[config.mk]
export PLATFORM = sky130hd
export DESIGN_NAME = fetch_seq
export DESIGN_NICKNAME = d
export VERILOG_FILES = /design/src/rtl/sm83_pkg.sv /design/src/rtl/fetch_seq.sv
export SDC_FILE = /design/constraint.sdc
export NUM_CORES = 1
export LEC_CHECK = 0
export BUFFER_PORTS_ARGS = -buffer_cell sky130_fd_sc_hd__clkbuf_2
export CORE_AREA = 2 2 110 112
export CTS_CLUSTER_DIAMETER = 60
export DETAILED_ROUTE_END_ITERATION = 12
export DIE_AREA = 0 0 112 114
export HOLD_SLACK_MARGIN = 0.12
export PLACE_DENSITY_LB_ADDON = 0.15
export SLEW_MARGIN = 0
export SYNTH_ARGS = -nofsm -noshare
export SYNTH_HDL_FRONTEND = slang
export SYNTH_SLANG_ARGS = --single-unit
[constraint.sdc]
create_clock -name clk -period 2.41 [get_ports clk]
set_input_delay 0.482 -clock clk [delete_from_list [all_inputs] [get_ports clk]]
set_output_delay 0.482 -clock clk [all_outputs]
set_load 0.005 [all_outputs]
[src/rtl/sm83_pkg.sv]
// Shared SM83 core types: decoded control ops, fetch sequencer states and
// the immediate-length lookup used by the fetch sequencer.
package sm83_pkg;

  typedef enum logic [5:0] {
    CTL_NOP,
    CTL_HALT,
    CTL_STOP,
    CTL_LD_R8_R8,
    CTL_ALU_R8,
    CTL_LD_R8_D8,
    CTL_LDPTR_HL_D8,
    CTL_JR,
    CTL_JR_COND,
    CTL_ALU_A_D8,
    CTL_LDPTR_A8_A,
    CTL_LDPTR_A_A8,
    CTL_ADD_SP_D8,
    CTL_LD_HL_SP_D8,
    CTL_LD_R16_D16,
    CTL_LDPTR_D16_SP,
    CTL_JP_A16,
    CTL_JP_COND,
    CTL_CALL_A16,
    CTL_CALL_COND_A16,
    CTL_LDPTR_A16_A,
    CTL_LDPTR_A_A16,
    CTL_ILLEGAL
  } ctl_op_t;

  typedef enum logic [2:0] {
    StFetchOp,
    StDecode,
    StFetchCb,
    StFetchLo,
    StFetchHi,
    StIssue,
    StHalted
  } fetch_state_t;

  // Number of immediate bytes that follow the opcode for a decoded op.
  function automatic logic [1:0] imm_bytes(input ctl_op_t op);
    case (op)
      CTL_LD_R8_D8, CTL_LDPTR_HL_D8, CTL_JR, CTL_JR_COND, CTL_ALU_A_D8,
      CTL_LDPTR_A8_A, CTL_LDPTR_A_A8, CTL_ADD_SP_D8, CTL_LD_HL_SP_D8:
        imm_bytes = 2'd1;
      CTL_LD_R16_D16, CTL_LDPTR_D16_SP, CTL_JP_A16, CTL_JP_COND, CTL_CALL_A16,
      CTL_CALL_COND_A16, CTL_LDPTR_A16_A, CTL_LDPTR_A_A16:
        imm_bytes = 2'd2;
      default:
        imm_bytes = 2'd0;
    endcase
  endfunction

endpackage

[src/rtl/fetch_seq.sv]
// SM83 instruction fetch sequencer: owns PC and IR, walks the external
// decoder (including the CB-prefix loop), gathers immediates and hands each
// complete instruction to execute over a valid/ready handshake.
module fetch_seq
  import sm83_pkg::*;
#(
  parameter logic [15:0] RESET_PC = 16'h0000
) (
  input  logic        clk,
  input  logic        rst_n,
  output logic        mem_req,
  output logic [15:0] mem_addr,
  input  logic        mem_ack,
  input  logic [7:0]  mem_rdata,
  output logic [7:0]  dec_instr,
  output logic        dec_is_instr16,
  input  logic        dec_o_is_instr16,
  input  ctl_op_t     dec_ctl_op,
  output logic        iss_valid,
  input  logic        iss_ready,
  output logic [7:0]  iss_opcode,
  output logic        iss_is_cb,
  output ctl_op_t     iss_ctl_op,
  output logic [15:0] iss_imm,
  output logic [15:0] iss_next_pc,
  input  logic        redirect_valid,
  input  logic [15:0] redirect_pc,
  input  logic        wake
);

  fetch_state_t r_state, w_state_next;
  logic [15:0]  r_pc;
  logic [7:0]   r_ir;
  logic         r_cb;
  logic [15:0]  r_imm;
  ctl_op_t      r_ctl_op;
  logic [1:0]   r_n;

  // A CB prefix seen on the first decode pass defers the real decode.
  logic w_need_cb;
  assign w_need_cb = dec_o_is_instr16 & ~r_cb;

  // State register.
  always_ff @(posedge clk or negedge rst_n) begin
    if (!rst_n) begin
      r_state <= StFetchOp;
    end else begin
      r_state <= w_state_next;
    end
  end

  // Next-state logic; redirect overrides everything, including a same-cycle ack.
  always_comb begin
    w_state_next = r_state;
    if (redirect_valid) begin
      w_state_next = StFetchOp;
    end else begin
      unique case (r_state)
        StFetchOp: if (mem_ack) w_state_next = StDecode;
        StDecode: begin
          if (w_need_cb) begin
            w_state_next = StFetchCb;
          end else if (imm_bytes(dec_ctl_op) == 2'd0) begin
            w_state_next = StIssue;
          end else begin
            w_state_next = StFetchLo;
          end
        end
        StFetchCb: if (mem_ack) w_state_next = StDecode;
        StFetchLo: if (mem_ack) w_state_next = (r_n == 2'd2) ? StFetchHi : StIssue;
        StFetchHi: if (mem_ack) w_state_next = StIssue;
        StIssue: begin
          if (iss_ready) begin
            w_state_next = (r_ctl_op == CTL_HALT || r_ctl_op == CTL_STOP) ? StHalted
                                                                            : StFetchOp;
          end
        end
        StHalted: if (wake) w_state_next = StFetchOp;
        default: w_state_next = StFetchOp;
      endcase
    end
  end

  // Outputs are pure functions of state and the datapath registers.
  always_comb begin
    mem_req        = 1'b0;
    iss_valid      = 1'b0;
    unique case (r_state)
      StFetchOp, StFetchCb, StFetchLo, StFetchHi: mem_req = 1'b1;
      StIssue:                                    iss_valid = 1'b1;
      default: ;
    endcase
    mem_addr       = r_pc;
    dec_instr      = r_ir;
    dec_is_instr16 = r_cb;
    iss_opcode     = r_ir;
    iss_is_cb      = r_cb;
    iss_ctl_op     = r_ctl_op;
    iss_imm        = r_imm;
    iss_next_pc    = r_pc;
  end

  // Datapath: PC, IR, CB flag, immediate and latched control op.
  always_ff @(posedge clk or negedge rst_n) begin
    if (!rst_n) begin
      r_pc     <= RESET_PC;
      r_ir     <= 8'h00;
      r_cb     <= 1'b0;
      r_imm    <= 16'h0000;
      r_ctl_op <= CTL_NOP;
      r_n      <= 2'd0;
    end else if (redirect_valid) begin
      r_pc <= redirect_pc;
      r_cb <= 1'b0;
    end else begin
      case (r_state)
        StFetchOp, StFetchCb: begin
          if (mem_ack) begin
            r_ir  <= mem_rdata;
            r_cb  <= (r_state == StFetchCb);
            r_pc  <= r_pc + 16'd1;
            r_imm <= 16'h0000;
          end
        end
        StDecode: begin
          if (!w_need_cb) begin
            r_ctl_op <= dec_ctl_op;
            r_n      <= imm_bytes(dec_ctl_op);
          end
        end
        StFetchLo: begin
          if (mem_ack) begin
            r_imm[7:0] <= mem_rdata;
            r_pc       <= r_pc + 16'd1;
          end
        end
        StFetchHi: begin
          if (mem_ack) begin
            r_imm[15:8] <= mem_rdata;
            r_pc        <= r_pc + 16'd1;
          end
        end
        default: ;
      endcase
    end
  end

endmodule

---- Yosys cells after proc, flatten, opt, wreduce, memory -nomap -nowiden ----
Memory sizes are Yosys's and may differ from the RTL's.
Index checks and enable logic that the tools add are counted.
cells by class
  $add $sub $neg .......................... 1
  multipliers ............................. 0
  divide/modulo/power cells ............... 0
  magnitude comparators ................... 0
  eq/ne operators ......................... 17
  shifts and indexed selects .............. 0
  mux-type cells .......................... 28
  bitwise operators ....................... 4
  reduce and logical (&&, ||, !) cells .... 17
operator list
  operator                                        count
  2-to-1 mux 16 bit                               4
  one-hot mux 8 bit (2 select lines)              2
  2-to-1 mux 3 bit                                9
  one-hot mux 3 bit (6 select lines)              1
  adder 16 x 1 -> 16 bit (second input constant)  1
  != test 3 bit (second input constant)           4
  2-to-1 mux 2 bit                                5
  nonzero test 2 bit                              5
  == test 3 bit (second input constant)           3
  2-to-1 mux 8 bit                                1
  AND reduction 4 bit                             2
  == test 3 x 2 -> 1 bit (second input constant)  2
  == test 6 x 1 -> 1 bit (second input constant)  1
  == test 6 x 2 -> 1 bit (second input constant)  1
  2-to-1 mux 1 bit                                6
  AND reduction 3 bit                             2
  AND reduction 5 bit                             1
  != test 2 bit (second input constant)           2
  AND reduction 2 bit                             2
  OR reduction 4 bit                              1
  == test 3 x 1 -> 1 bit (second input constant)  1
  logical NOT 3 bit                               1
  != test 3 x 1 -> 1 bit (second input constant)  1
  inverter 1 bit                                  3
  other kinds (6)                                 6
storage, ports and cells
  register bits ........................... 52
  bits in latches ......................... 0
  bits in writable memories ............... 0
  memory bits (read-only) ................. 128
  bits of input ports ..................... 37
  output and inout port bits .............. 74
  logic and storage cells ................. 77
  memories ................................ 2
memories
  name              words  bits a word  rd ports  clocked after Yosys merged registers in  write ports  RTL line        RTL
  (name not given)  32     2            1         0                                        0            sm83_pkg.sv:43  case (op)
  (name not given)  32     2            1         0                                        0            sm83_pkg.sv:43

---- Logic depth before layout (Yosys ltp) ----
Gate-level depths: netlist of run 1.
  depth after elaboration ................. 10
  mapped depth ............................ 6
  mapped depth without buffers ............ 5

---- Least setup slack after synthesis of run 1 ----
No wires, ideal clock.
  kind .................................... in2reg
  start point ............................. in redirect_valid
  end point ............................... reg r_ctl_op[0] (netlist: iss_ctl_op[0])
  library setup time ...................... 0.125 ns
  arrival ................................. 1.612 ns
  data required time ...................... 2.285 ns
  slack ................................... 0.673 ns
  stages .................................. 3
  buffers on the path ..................... 1
  path through ............................ clkbuf_1 -> nor4_4 -> mux2_4
between the ends
  longest elaborated chain between the ends .. 2
ends and longest elaborated chain
  element                               RTL line          RTL
  start, declared                       fetch_seq.sv:26   input logic redirect_valid,
  inverter 1 bit (no source line)       --
  AND reduction 3 bit (no source line)  --
  end signal, assigned                  fetch_seq.sv:127  r_ctl_op <= dec_ctl_op;
  end, declared                         fetch_seq.sv:36   ctl_op_t r_ctl_op;
Every way passes these cells.
A chain may end at the register's enable or synchronous reset.

---- Worst setup path after layout of run 1 ----
  start point ............................. reg r_state[2]
  end point ............................... reg r_pc[14] (netlist: iss_next_pc[14])
between the ends
  longest elaborated chain between the ends .. 4
  elaborated cells on any way between the ends .. 7
  classes of those cells .................. eq/ne: 3; reduce/logical: 4
ends and longest elaborated chain
  element                                               RTL line          RTL
  start, declared                                       fetch_seq.sv:31   fetch_state_t r_state, w_state_next;
  start signal, assigned                                fetch_seq.sv:46   r_state <= StFetchOp;
  start signal, assigned                                fetch_seq.sv:48   r_state <= w_state_next;
  == test 3 x 2 -> 1 bit, or another cell as far along  fetch_seq.sv:116  case (r_state)
  OR reduction 4 bit (no source line) *                 --
  nonzero test 2 bit (no source line) *                 --
  AND reduction 2 bit (no source line) *                --
  end signal, assigned                                  fetch_seq.sv:113  r_pc <= redirect_pc;
  end signal, assigned                                  fetch_seq.sv:121  r_pc <= r_pc + 16'd1;
  end signal, assigned                                  fetch_seq.sv:134  r_pc <= r_pc + 16'd1;
  end, declared                                         fetch_seq.sv:32   logic [15:0] r_pc;
Every way passes the cells marked *; elsewhere a longest branch is shown, timed or not.

==> metrics.yaml, run 1 <==
power:
  total_leakage_power_nw: 1.63
  power.total_w: 0.00270
  ir_worst_vdd_mv: 0.410
  power_per_cell_area_nw_per_um2: 758
worst_setup_path:
  end_kind: "register"
  r2r-start: "r_state[2]"
  cp.arrival_ns: 2.12
  timing_worst_setup_path_type: "reg -> reg"
  timing.critical_path.fanout_max: 13
  worst_path_max_delay_cell: "dfrtp_1"
  path_cells: "mux2_4 > clkinv_4 > nand3_4 > or4_1 > a31oi_1"
  timing.critical_path.slowest_cell_delay_ns: 0.54
  critical-path-top-delay-family: "simple AND/OR/NAND/NOR gates"
  timing.critical_path.required_ns: 2.62
  worst_setup_path_startpoint: "r_state[2]"
  worstSetupStartpointType: "register"
  timing.critical_path.buf_inv: 1
synth:
  synthesis.instances: 292
  synth_area_per_cell_um2: 9.79
  post_synth_and_or_nand_nor_area_fraction_pct: 21.6
  synth-compound-area-share_pct: 12.8
  seq_area_frac_synth_pct: 45.5
  synth_top_family_by_area: "simple AND/OR/NAND/NOR gates"
  synth_xor_area_share_pct: 2.45
  synthArstFlopShare_pct: 100
  yosysWarnings: 0
  yosys-mux-area-fraction_pct: 7.71
  post_synth_edffs: 0
  mappedNetlistNets: 330
  synth_cell_types: 48
  netlist_area_um2: 2860
  ys_dominant_reg_cell: "dfrtp_1"
  post_synth_fa_ha_maj_area_fraction_pct: 0.438
  synth_seq_cells: 52
timing:
  normalized_max_slew_margin_pct: 52.9
  worst-slew-pin-transition_ns: 0.707
  timing.clock.skew_ns: 0.00506
  slew_viol_final: 0
  unrepaired_setup_endpoints_after_global_routing: "no"
  finalWorstPathRequiredPeriod_ns: 1.91
  setup_viol: 0
  finalHoldViolations: 0
  layout_worst_path_cycle_share_pct: 79.4
  timing.setup.tns_ns: 0
  max_freq_mhz: 522
finish:
  diodes: 0
  layout-drive-gt1-share_pct: 37.9
  final_cell_area_um2: 3560
  synthToLayoutAreaGrowth_pct: 24.5
  layout.nets: 414
  finalCoreUtilization_pct: 30.4
  non_filler_instance_count_after_layout: 524
placement:
  dpl.cell_count: 516
  post_dp_cell_area_um2: 3390
  dpl.hpwl_um: 5640
  port_buffers: 110
  gp_routability_congestion: 0.758
cts:
  cts.hold.buffers_added: 0
  cts-resized-gates: 0
  clock_buffers_created_by_tritoncts: 5
  cts_tree: "yes"
  tritoncts_num_sinks: 52
  root_buffer: "clkbuf_16"
  post_cts_buffers: 0
  clk_transition_reported_paths_ns: 0.07
  htree_levels: 2
  clock_latency_at_the_later_pin_of_the_worst_skew_pair_ns: 0.29
  cts_max_path_buffers: 2
route:
  via_to_cell_ratio: 4.63
  post_drt_wl_per_cell_um: 14.5
  initialDrtViolationCount: 79
  drc: 0
  wirelength_um: 7570
  detail-route-antenna-nets: 0
  drt-pass1-iter-count: 4
  detailroute.via_count: 2428
floorplan:
  boundaryPins: 111
  core_area_um2: 11700
  die-area_um2: 12800
  placement_rows: 40
  die_w_um: 112
  chip_height_um: 114
  effective_utilization_at_floorplan_pct: 24.4
flow_run:
  max-cap-violations: 0
grt:
  gr-total-overflow: 0
  grt_start_max_net_pins: 53
  antenna_violations_before_repair: 0
  grtUsageTotal_pct: 12.0
  grt_pass1_wl_um: 12300
  first_global_vias: 2303
worst_hold_path:
  worstHoldPathType: "in -> async"
status:
  status: "finished clean"
-- layer usage --
layer,vias up,global-route usage (%),part of all wire (%)
li1,1183,-,-
met1,1163,16.4,47
met2,80,19.6,46
met3,2,3.03,6.1
met4,0,2.52,0.49
met5,-,0,0
-- synthesized netlist by cell type (all sizes together), types with 2 or more instances --
cell / number / area share, %
a211o: 3 / 0.92
a21oi: 4 / 0.70
a311oi: 3 / 0.92
a31oi: 5 / 1.1
and3: 5 / 1.1
buf: 30 / 7.4
clkbuf: 9 / 1.2
dfrtp: 52 / 46
inv: 4 / 0.53
mux2: 16 / 7.4
nand2: 45 / 5.9
nand2b: 2 / 0.70
nand3: 19 / 3.8
nand3b: 2 / 0.53
nand4: 5 / 1.3
nor2: 7 / 0.92
nor2b: 4 / 0.88
nor3: 3 / 0.92
nor3b: 2 / 0.53
nor4: 4 / 1.4
o211ai: 5 / 1.3
o21ai: 28 / 4.9
o31ai: 5 / 1.3
or3: 4 / 0.88
or4: 6 / 1.6
xnor2: 2 / 0.61
xor2: 6 / 1.8
-- path summary, 6_finish.rpt --
| check | endpoint | slack, ns | depth (start not counted) |
|---|---|---|---|
| setup / recovery | iss_next_pc[14] | 0.50 | 5 |
| hold / removal | dec_instr[5] | 0.33 | 2 |
| setup reg to reg | iss_next_pc[14] | 0.50 | 5 |
| hold reg to reg | iss_imm[2] | 0.48 | 2 |
| max in group asynchronous | iss_next_pc[7] | 1.62 | 2 |
| min in group clk | iss_next_pc[0] | 0.40 | 3 |
-- kinds of logic after synthesis --
logic type               Yosys count
buffers and inverters             44
AO/OA/AOI/OAI                     58
flip-flops                        52
AND/OR/NAND/NOR                  112
adder cells (fa/ha/maj)            1
XOR/XNOR                           8
multiplexers                      17
-- where the power goes --
part	internal, W	total (W)	switching [W]	leakage, nW
clock network	0.000489	0.000819	0.000330	0.0798
registers	0.00103	0.00118	0.000158	0.655
logic	0.000367	0.000694	0.000327	0.898
total	0.00188	0.00270	0.000815	1.63
-- sequential cells by signal, indices dropped and copies added, names as in the netlist --
register	cells
r_n	2
iss_next_pc	16
dec_instr	8
r_state	3
iss_ctl_op	6
dec_is_instr16	1
iss_imm	16
-- cells in the final DEF, fill, tap and decap left out, types with 2 or more instances in the layout --
cell type  Yosys  layout
xnor2_1        2       2
nand3b_1       2       2
clkbuf_16      0       5
inv_1          4       4
a31oi_1        5       5
nand2_1       45      45
nor4_1         3       3
o21ai_1        5       5
nor2b_1        4       4
mux2_2         4       4
xor2_1         6       6
and3_1         5       5
or4_1          6       6
nand4_1        4       4
dfrtp_1       52      52
mux2_4         8       8
nor3b_1        2       2
or3_1          4       4
o21ai_0       23      23
a211o_1        3       3
a311oi_1       3       3
a21oi_1        4       4
buf_4         25       6
o211ai_1       5       5
o31ai_1        5       5
mux2_1         4       4
nor3_1         2       2
nand3_1       18      18
clkbuf_2       0     110
nor2_1         7       7
-- worst reg2reg max path, delay by kind of cell, from the launching register on --
| family | cells | cell delay (ns) |
|---|---|---|
| AOI/OAI and AO/OA | 1 | 0.19 |
| buffers and inverters | 1 | 0.10 |
| DFF | 1 | 0.54 |
| muxes | 1 | 0.37 |
| and+or+nand+nor | 2 | 0.65 |
-- through the flow --
stage / setup WS, ns / hold WS [ns]
after floorplan: 0.673 / 0.186
after CTS: 0.473 / 0.369
after global routing: 0.347 / 0.401
after detailed placement: 0.427 / 0.470
after global placement: 0.471 / 0.466
final: 0.496 / 0.329
-- layout make-up --
type	instances	area [um^2]
multi-input cells	196	1290
flip-flops and latches	52	1300
fillers	1270	8150
clock buffers	5	125
clock inverters	3	42.5
well taps	147	184
repair buffers	116	596
inverters	5	23.8
No activity file was read; power rests on OpenSTA's default activity.
==> run 2, diff against run 1 <==
Clock period 2.41 ns to 1.7 ns, I/O delays scaled along.
==> metrics.yaml, run 2 (synthesized netlist as in run 1, its figures left out) <==
grt:
  first_global_vias: 2528  # +9.8%
  gr-total-overflow: 0  # unchanged
  grt.met1_usage_pct: 17.2  # +0.80 points
  global_route.usage.met3_pct: 2.87  # -0.16 points
  grt_pass1_wl_um: 12900  # +4.9%
  grt_start_max_net_pins: 53  # unchanged
  groute.layer.met2.usage_pct: 19.8  # +0.20 points
  antenna_violations_before_repair: 0  # unchanged
  grtUsageTotal_pct: 12.4  # +0.35 points
  grt-busiest-layer: "met2"
worst_hold_path:
  worstHoldPathType: "in -> reg"
  min_delay_path_depth: 3
  hold_path_startpoint: "redirect_pc[3]"
  hold-path-endpoint: "iss_next_pc[3]"
power:
  switching_part_of_the_total_pct: 29.3  # -0.92 points
  ir_worst_vdd_mv: 0.527  # +29%
  total_leakage_power_nw: 1.81  # +11%
  share_comb_of_total_power_pct: 29.2  # +3.5 points
  p_sw_w: 0.00119  # +46%
  power.total_w: 0.00406  # +51%
  power_per_cell_area_nw_per_um2: 1040  # +37%
  portion_of_total_power_attributed_to_sequential_cells_pct: 40.2  # -3.7 points
  internal-power_w: 0.00287  # +53%
  portion_of_total_power_attributed_to_the_clock_network_pct: 30.6  # +0.2 points
timing:
  normalized_max_slew_margin_pct: 73.8  # +21 points
  finalWorstPathRequiredPeriod_ns: 1.69  # -0.227 ns
  unrepaired_setup_endpoints_after_global_routing: "yes"
  layout_worst_path_cycle_share_pct: 99.2  # +20 points
  worst-slew-pin-transition_ns: 0.392  # -0.315 ns
  finalHoldViolations: 0  # unchanged
  timing.clock.skew_ns: 0.00699  # +0.00193 ns
  max_freq_mhz: 593  # +13%
  slew_viol_final: 0  # unchanged
  setup_viol: 0  # unchanged
  setup_slack_ns: 0.0133  # -0.483 ns
  timing.setup.tns_ns: 0  # unchanged
finish:
  layout_common_cells: "clkbuf_2 (110), dfrtp_1 (51), nand2_1 (45), buf_4 (34), o21ai_0 (23)"
  diodes: 0  # unchanged
  layout.nets: 446  # +7.7%
  final_common_cell: "clkbuf_2"
  layout.filler_cells: 1249  # -1.7%
  synthToLayoutAreaGrowth_pct: 36.5
  finalCoreUtilization_pct: 33.3  # +2.9 points
  layout-drive-gt1-share_pct: 44.0  # +6.1 points
worst_setup_path:
  worstSetupStartpointType: "register"
  timing.critical_path.fanout_max: 7  # -6
  rrSetupSlack_ns: 0.01  # -0.48 ns
  worst-r2r-cell-count: 5  # unchanged
  timing_worst_setup_path_type: "reg -> reg"
  end_kind: "register"
  cp.arrival_ns: 1.90  # -0.22 ns
  r2r-start: "r_state[1]"
  worst_r2r_endpoint: "iss_next_pc[12]"
  timing.critical_path.required_ns: 1.91  # -0.71 ns
  worst_setup_path_startpoint: "r_state[1]"
route:
  post_drt_wl_per_cell_um: 14.2  # -1.7%
  via_to_cell_ratio: 4.58  # -1.2%
  detailroute.via_count: 2545  # +4.8%
  drc: 0  # unchanged
  drt-pass1-iter-count: 4  # unchanged
  wirelength_um: 7900  # +4.3%
  initialDrtViolationCount: 176  # +120%
  detail-route-antenna-nets: 0  # unchanged
cts:
  cts_tree: "yes"
  clk_transition_reported_paths_ns: 0.07  # about the same
  clock_latency_at_the_later_pin_of_the_worst_skew_pair_ns: 0.29  # about the same
  tritoncts_num_sinks: 52  # unchanged
  htree_levels: 2  # unchanged
  root_buffer: "clkbuf_16"
  clock_buffers_created_by_tritoncts: 5  # unchanged
  cts_max_path_buffers: 2  # unchanged
floorplan:
  die-area_um2: 12800  # unchanged
  effective_utilization_at_floorplan_pct: 24.4  # unchanged
  boundaryPins: 111  # unchanged
  die_w_um: 112  # unchanged
  chip_height_um: 114  # unchanged
  placement_rows: 40  # unchanged
  core_area_um2: 11700  # unchanged
flow_run:
  max-cap-violations: 0  # unchanged
placement:
  place_worst_setup_slack_ns: 0.0128  # -0.414 ns
  dpl.hpwl_um: 5810  # +3.0%
  port_buffers: 110  # unchanged
  gp_routability_congestion: 0.781  # +3.0%
status:
  status: "finished clean"
## run 2: stage by stage
stage                     cells  hold WS, ns  area [um^2]
after floorplan             292       0.0444         2860
after global placement      541        0.369         3620
after detailed placement    541        0.365         3620
after CTS                   550        0.254         3810
after global routing        556        0.259         3900
final                       556        0.257         3900
## run 2: final cells by class
| cell class | instances | area [um^2] | share of cell area, % |
|---|---|---|---|
| multi-input cells | 196 | 1330 | 34.1 |
| repair buffers | 148 | 876 | 22.5 |
| clock inverters | 1 | 30.0 | 0.770 |
| flip-flops and latches | 52 | 1300 | 33.4 |
| well taps | 147 | 184 | 4.71 |
| inverters | 5 | 26.3 | 0.674 |
| clock buffers | 7 | 153 | 3.91 |
## run 2: worst max-delay path by stage
stage | to | slack, ns | cells after the start
after floorplan | iss_ctl_op[0] | 0.001 | 4
after global placement | iss_next_pc[14] | 0.05 | 5
after detailed placement | iss_next_pc[13] | 0.01 | 5
after CTS | iss_next_pc[13] | 0.002 | 5
after global routing | iss_next_pc[12] | -0.04 | 5
final | iss_next_pc[12] | 0.01 | 5
## run 2: timing repair
action,in CTS,in global routing
hold buffers,1,0
pin swaps,2,5
endpoints found under the setup margin,2,12
endpoints found under the hold margin,52,0
resized for setup,0,8
buffers inserted,0,6
## run 2: per-layer routing
layer / routed length (um) / up-vias
met3: 470 / 2
met2: 3600 / 85
li1: - / 1255
met1: 3790 / 1203
met5: 0 / -
met4: 40 / 0
## run 2: power by group through the flow
| stage | clock network, W | registers [W] | logic, W |
|---|---|---|---|
| after floorplan | 0 | 0.00167 | 0.000655 |
| after global placement | 0 | 0.00165 | 0.00116 |
| after detailed placement | 0 | 0.00165 | 0.00116 |
| after CTS | 0.00128 | 0.00163 | 0.00116 |
| after global routing | 0.00133 | 0.00166 | 0.00132 |
| final | 0.00124 | 0.00163 | 0.00119 |
## run 2: critical path: stages (launching register included)
cell and delay (ns):
dfrtp_1 0.39, mux2_4 0.34, inv_8 0.08, nand3_4 0.10, or4_1 0.51, a31oi_1 0.18
